## src/rtl/mem_ctl_exec.sv

```systemverilog
// Memory-control executor: queues {addr, data, op} requests in a small FIFO and
// runs each one through FETCH/DECODE/EXECUTE/WB against an internal byte memory.
package MuxParam_pkg;
  typedef enum logic [1:0] {
    FETCH   = 2'd0,
    DECODE  = 2'd1,
    EXECUTE = 2'd2,
    WB      = 2'd3
  } op_codes_e_t;

  typedef enum logic {
    RD = 1'b0,
    WR = 1'b1
  } op_e_t;

  typedef struct packed {
    logic [7:0] addr;
    logic [7:0] data;
    op_e_t      op;
  } mem_ctl_st_t;
endpackage

module mem_ctl_exec
  import MuxParam_pkg::*;
#(
  parameter int DEPTH     = 4,
  parameter int MEM_WORDS = 256
) (
  input  logic                   clk,
  input  logic                   rst,
  input  mem_ctl_st_t            req_i,
  input  logic                   req_valid,
  output logic                   req_ready,
  output logic [7:0]             rsp_addr,
  output logic [7:0]             rsp_data,
  output op_e_t                  rsp_op,
  output logic                   rsp_valid,
  input  logic                   rsp_ready,
  output op_codes_e_t            phase,
  output logic [$clog2(DEPTH):0] fifo_count
);

  localparam int PW = $clog2(DEPTH);
  localparam int CW = PW + 1;
  localparam int AW = $clog2(MEM_WORDS);

  mem_ctl_st_t  fifo_q [DEPTH];
  logic [7:0]   mem_q  [MEM_WORDS];

  logic [PW-1:0] wr_ptr_q, wr_ptr_d;
  logic [PW-1:0] rd_ptr_q, rd_ptr_d;
  logic [CW-1:0] count_q,  count_d;
  op_codes_e_t   state_q,  state_d;
  mem_ctl_st_t   cur_q,    cur_d;
  logic [7:0]    rsp_addr_q, rsp_addr_d;
  logic [7:0]    rsp_data_q, rsp_data_d;
  op_e_t         rsp_op_q,   rsp_op_d;
  logic          rsp_valid_q, rsp_valid_d;

  logic          push_s;
  logic          pop_s;
  logic          mem_we_s;
  logic          addr_ok_s;
  logic [AW-1:0] mem_idx_s;

  // Ready is a function of occupancy only, so a full FIFO never accepts even on a pop cycle.
  assign req_ready = !rst && (count_q < CW'(DEPTH));
  assign push_s    = req_valid && req_ready;
  assign addr_ok_s = int'(cur_q.addr) < MEM_WORDS;
  assign mem_idx_s = cur_q.addr[AW-1:0];

  always_comb begin
    state_d     = state_q;
    cur_d       = cur_q;
    rd_ptr_d    = rd_ptr_q;
    rsp_addr_d  = rsp_addr_q;
    rsp_data_d  = rsp_data_q;
    rsp_op_d    = rsp_op_q;
    rsp_valid_d = rsp_valid_q;
    pop_s       = 1'b0;
    mem_we_s    = 1'b0;
    case (state_q)
      FETCH: begin
        if (count_q != '0) begin
          pop_s    = 1'b1;
          cur_d    = fifo_q[rd_ptr_q];
          rd_ptr_d = rd_ptr_q + PW'(1);
          state_d  = DECODE;
        end else begin
          state_d  = FETCH;
        end
      end
      DECODE: begin
        state_d = EXECUTE;
      end
      EXECUTE: begin
        rsp_addr_d  = cur_q.addr;
        rsp_op_d    = cur_q.op;
        rsp_valid_d = 1'b1;
        // Out-of-range addresses drop writes and read back as zero.
        if (cur_q.op == WR) begin
          rsp_data_d = cur_q.data;
          mem_we_s   = addr_ok_s;
        end else begin
          rsp_data_d = addr_ok_s ? mem_q[mem_idx_s] : 8'd0;
        end
        state_d = WB;
      end
      WB: begin
        if (rsp_ready) begin
          rsp_valid_d = 1'b0;
          state_d     = FETCH;
        end else begin
          state_d     = WB;
        end
      end
      default: begin
        state_d = FETCH;
      end
    endcase
  end

  always_comb begin
    wr_ptr_d = push_s ? (wr_ptr_q + PW'(1)) : wr_ptr_q;
    case ({push_s, pop_s})
      2'b10:   count_d = count_q + CW'(1);
      2'b01:   count_d = count_q - CW'(1);
      default: count_d = count_q;
    endcase
  end

  always_ff @(posedge clk) begin
    if (rst) begin
      state_q     <= FETCH;
      cur_q       <= '0;
      wr_ptr_q    <= '0;
      rd_ptr_q    <= '0;
      count_q     <= '0;
      rsp_addr_q  <= 8'd0;
      rsp_data_q  <= 8'd0;
      rsp_op_q    <= RD;
      rsp_valid_q <= 1'b0;
    end else begin
      state_q     <= state_d;
      cur_q       <= cur_d;
      wr_ptr_q    <= wr_ptr_d;
      rd_ptr_q    <= rd_ptr_d;
      count_q     <= count_d;
      rsp_addr_q  <= rsp_addr_d;
      rsp_data_q  <= rsp_data_d;
      rsp_op_q    <= rsp_op_d;
      rsp_valid_q <= rsp_valid_d;
    end
  end

  always_ff @(posedge clk) begin
    if (push_s) begin
      fifo_q[wr_ptr_q] <= req_i;
    end
  end

  always_ff @(posedge clk) begin
    if (rst) begin
      for (int i = 0; i < MEM_WORDS; i++) begin
        mem_q[i] <= 8'd0;
      end
    end else if (mem_we_s) begin
      mem_q[mem_idx_s] <= cur_q.data;
    end
  end

  assign rsp_addr   = rsp_addr_q;
  assign rsp_data   = rsp_data_q;
  assign rsp_op     = rsp_op_q;
  assign rsp_valid  = rsp_valid_q;
  assign phase      = state_q;
  assign fifo_count = count_q;

endmodule
```

## config.mk

```make
export PLATFORM = sky130hd
export DESIGN_NAME = mem_ctl_exec
export DESIGN_NICKNAME = d
export VERILOG_FILES = /design/src/rtl/mem_ctl_exec.sv
export SDC_FILE = /design/constraint.sdc
export NUM_CORES = 2
export LEC_CHECK = 0
export CAP_MARGIN = 0
export CORE_ASPECT_RATIO = 1.25
export CORE_MARGIN = 5
export CORE_UTILIZATION = 35
export CTS_BUF_LIST = sky130_fd_sc_hd__clkbuf_8 sky130_fd_sc_hd__clkbuf_16
export CTS_CLUSTER_SIZE = 40
export DETAILED_ROUTE_END_ITERATION = 8
export GPL_ROUTABILITY_DRIVEN = 0
export PLACE_DENSITY = 0.52
export SLEW_MARGIN = 20
export SYNTH_ARGS = -nofsm -noshare
export SYNTH_HDL_FRONTEND = slang
export SYNTH_SLANG_ARGS = --single-unit
export TNS_END_PERCENT = 30
```

## constraint.sdc

```tcl
create_clock -name clk -period 2.6 [get_ports clk]
set_clock_uncertainty 0.1 [all_clocks]
set_input_delay 0.65 -clock clk [delete_from_list [all_inputs] [get_ports clk]]
set_output_delay 0.65 -clock clk [all_outputs]
set_load 0.05 [all_outputs]
```

==> impl_metrics.env <==
export IMPL_synthTopCellsByArea="edfxtp_1, mux4_2, nor3_1, and2_1, clkbuf_1"
export IMPL_nets=7276
export IMPL_via_per_inst=5.54
export IMPL_vias=61800
export IMPL_synth_cell_area_sq_um=98600
export IMPL_cp_end_kind="flop"
export IMPL_mostFrequentLayoutCells="edfxtp_1, nor3_1, buf_4"
export IMPL_slowest_stage="or4_4"
export IMPL_wl_mm=309
export IMPL_clk_latency_ns=0.89
export IMPL_portBuffers=44
export IMPL_wire_per_inst_microns=27.7
export IMPL_mostFrequentLayoutCell="edfxtp_1"
export IMPL_finalHoldViolCount=0
export IMPL_r2r_end="rsp_data[2]$_SDFFE_PP0N_"
export IMPL_synth_area_per_cell_sq_um=14.4
export IMPL_cp_max_fo=5
export IMPL_start_util_pct=35.0
export IMPL_synth_top_area_cell="edfxtp_1"
export IMPL_hold_class="input port to flop"
export IMPL_syn_num_nets=6892
export IMPL_utilization_pct=42.1
export IMPL_worstSetupStartpointType="flop"
export IMPL_cts_tree="done"
export IMPL_clkTransAtPathRegs_ns=0.07
export IMPL_clock_sinks=2160
export IMPL_crit_arrival_ns=3.74
export IMPL_dp_slack_ns=-0.976
export IMPL_drt_initial_drc_count=5510
export IMPL_grt_pass1_vias=63600
export IMPL_status="complete, but fails checks"
export IMPL_hold_start="req_i[6]"
export IMPL_total_power_w=0.104
export IMPL_worstSetupEndpoint="rsp_data[2]$_SDFFE_PP0N_"
export IMPL_synth_cell_type_count=59
export IMPL_die_h_microns=604
export IMPL_crit_top_cell="buf_4"
export IMPL_synth_top_area_share_pct=64.4
export IMPL_die_w_microns=485
export IMPL_drt_first_pass_iters=5
export IMPL_synth_edf_count=2116
export IMPL_synth_yosys_seq_area_share_pct=65.3
export IMPL_fin_tns_setup_ns=-4.51
export IMPL_ys_dominant_reg_cell="edfxtp_1"
export IMPL_violations="setup timing"
export IMPL_cts_root_buf="clkbuf_16"
export IMPL_slowest_delay_ns=0.65
export IMPL_fp_coreArea_sq_um=281000
export IMPL_dp_cells=10700
export IMPL_grt_max_degree=151
export IMPL_grt_remaining_overflow=0
export IMPL_h_tree_depth=4
export IMPL_yosysWarnings=0
export IMPL_met2_usage_pct=36.1
export IMPL_peakVddDrop_mv=1.03
export IMPL_io_pins=45
export IMPL_grt_total_usage_pct=20.4
export IMPL_rows=218
export IMPL_crit_type="flop to flop"
export IMPL_p_per_area_nw_per_um2=881
export IMPL_r2r_start="mem_idx_s[0]$_SDFFE_PP0P_"
export IMPL_antenna_found_initial=7
export IMPL_ff2ff_path_depth=10
export IMPL_p_sw_w=0.0340
export IMPL_area_growth_pct=20.1
export IMPL_combPwrFrac_pct=31.1
export IMPL_leakagePower_nw=38.9
export IMPL_clkPwrFrac_pct=30.2
export IMPL_setup_violations_final=94
export IMPL_synth_cells=6865
export IMPL_worst_pin_slew_ns=1.04
export IMPL_hpwl_mm=201
export IMPL_intPower_w=0.0703
export IMPL_rrSetupSlack_ns=-0.47
export IMPL_worst_slack_ns=-0.468
export IMPL_cts_buffers=221
export IMPL_grt_pass1_wl_mm=447
export IMPL_power_frac_seq_pct=38.7
export IMPL_drv_cap=0
export IMPL_use_met1_pct=25.8
export IMPL_top_usage_layer="met2"
export IMPL_drc=0
export IMPL_period_minus_slack_ns=3.07
export IMPL_drive_gt1_share_pct=30.8
export IMPL_fmax_mhz=326
export IMPL_crit_start="mem_idx_s[0]$_SDFFE_PP0P_"
export IMPL_grt_use_met3_pct=2.37
export IMPL_maxSlewHeadroom_pct=31.0
export IMPL_fin_crit_sh_pct=118
export IMPL_async_flop_share_pct=0
export IMPL_cp_required_ns=3.28
export IMPL_switching_share_pct=32.6
export IMPL_ys_seq_elements=2160
export IMPL_rsz0062_at_grt="yes"
export IMPL_maxSlewViolCount=0
export IMPL_final_cells=11200
export IMPL_worstPathCellList="buf_12, buf_4, clkbuf_16, buf_4, mux4_2, a22oi_2, o211ai_1, or4_4, o31ai_2, nand2_1"
export IMPL_fp_dieArea_sq_um=293000
export IMPL_clockBufferDepth=4
export IMPL_drtAntennaViolNets=0
## power by group through the flow
stage	clock network (W)	registers, W	logic, W
final	0.0314	0.0404	0.0325
after global routing	0.0333	0.0405	0.0338
after CTS	0.0320	0.0404	0.0314
after detailed placement	0	0.0412	0.0296
after global placement	0	0.0411	0.0294
after floorplan	0	0.0407	0.0161
## per-layer routing
metal / routed length [microns] / vias up
met2: 158000 / 1915
met1: 122000 / 32300
met4: 13200 / 0
met5: 0 / -
met3: 15500 / 510
li1: - / 27100
## synth_stat cells, drive strengths merged, types with 8 or more instances
master	n
a22oi	116
nand2	103
o31ai	8
o22ai	13
nand2b	10
a211oi	19
and2	516
clkbuf	518
dfxtp	44
nor2	294
buf	322
nor3	1549
mux4	503
inv	14
o211ai	8
mux2i	167
edfxtp	2116
mux2	18
o21ai	26
a21oi	83
or2	260
a21boi	13
nor2b	30
a2111oi	22
## metrics by stage
stage                     cell area (sq um)  hold WS [ns]
final                                118000         0.321
after global routing                 118000         0.291
after CTS                            117000         0.251
after detailed placement             108000         0.352
after global placement               108000         0.345
after floorplan                       98700         0.336
## kinds of logic after synthesis
family	count (synthesis)	share of synthesized area [%]
fa+ha+maj	6	0.0837
flops	2160	65.3
buf+inv	854	3.90
mux	688	13.4
simple gates	2806	14.9
compound gates	346	2.41
xor+xnor	5	0.0444
## cell type report
| class | instances | area (sq um) |
|---|---|---|
| Fill cell | 25600 | 163000 |
| Tap cell | 3740 | 4680 |
| Clock buffer | 232 | 5700 |
| Timing Repair Buffer | 999 | 10200 |
| Clock inverter | 164 | 1260 |
| Antenna cell | 5 | 12.5 |
| Sequential cell | 2160 | 64500 |
| Multi-Input combinational cell | 3853 | 32000 |
| Inverter | 14 | 97.6 |
## sequential cells by signal, indices dropped and copies added, names as in the netlist
| register | flops |
|---|---|
| rsp_op | 1 |
| fifo_q | 68 |
| phase | 2 |
| fifo_count | 3 |
| rd_ptr_q | 2 |
| wr_ptr_q | 2 |
| rsp_data | 8 |
| rsp_valid | 1 |
| mem_q | 2048 |
| mem_idx_s | 8 |
| cur_q | 9 |
| rsp_addr | 8 |
## timing repair
| item | in CTS | in global routing |
|---|---|---|
| setup buffers | 48 | 31 |
| hold buffers | 1 | 0 |
| hold endpoints to repair | 1 | 0 |
| endpoints found under the setup margin | 1994 | 1941 |
| cloned | 9 | 15 |
| gates resized for setup | 210 | 257 |
| pin swaps | 15 | 43 |
## worst max-delay path, delay by kind of cell (launching register included)
kind            cells  cell delay [ns]
mux                 1             0.55
flops               1             0.38
simple gates        2             0.72
compound gates      3             0.62
buf+inv             4             0.60
## worst min path at each step
stage          cells past startpoint                  endpoint  slack [ns]
4_1_cts                            1    fifo_q[3][6]$_DFFE_PP_        0.25
3_3_place_gp                       2  rsp_addr[5]$_SDFFE_PP0N_        0.35
5_1_grt                            1    fifo_q[2][0]$_DFFE_PP_        0.29
3_5_place_dp                       2  rsp_addr[7]$_SDFFE_PP0N_        0.35
6_report                           1    fifo_q[1][6]$_DFFE_PP_        0.32
2_1_floorplan                      2     cur_q[1]$_SDFFE_PP0P_        0.34
No activity file was read; power rests on OpenSTA's default activity.
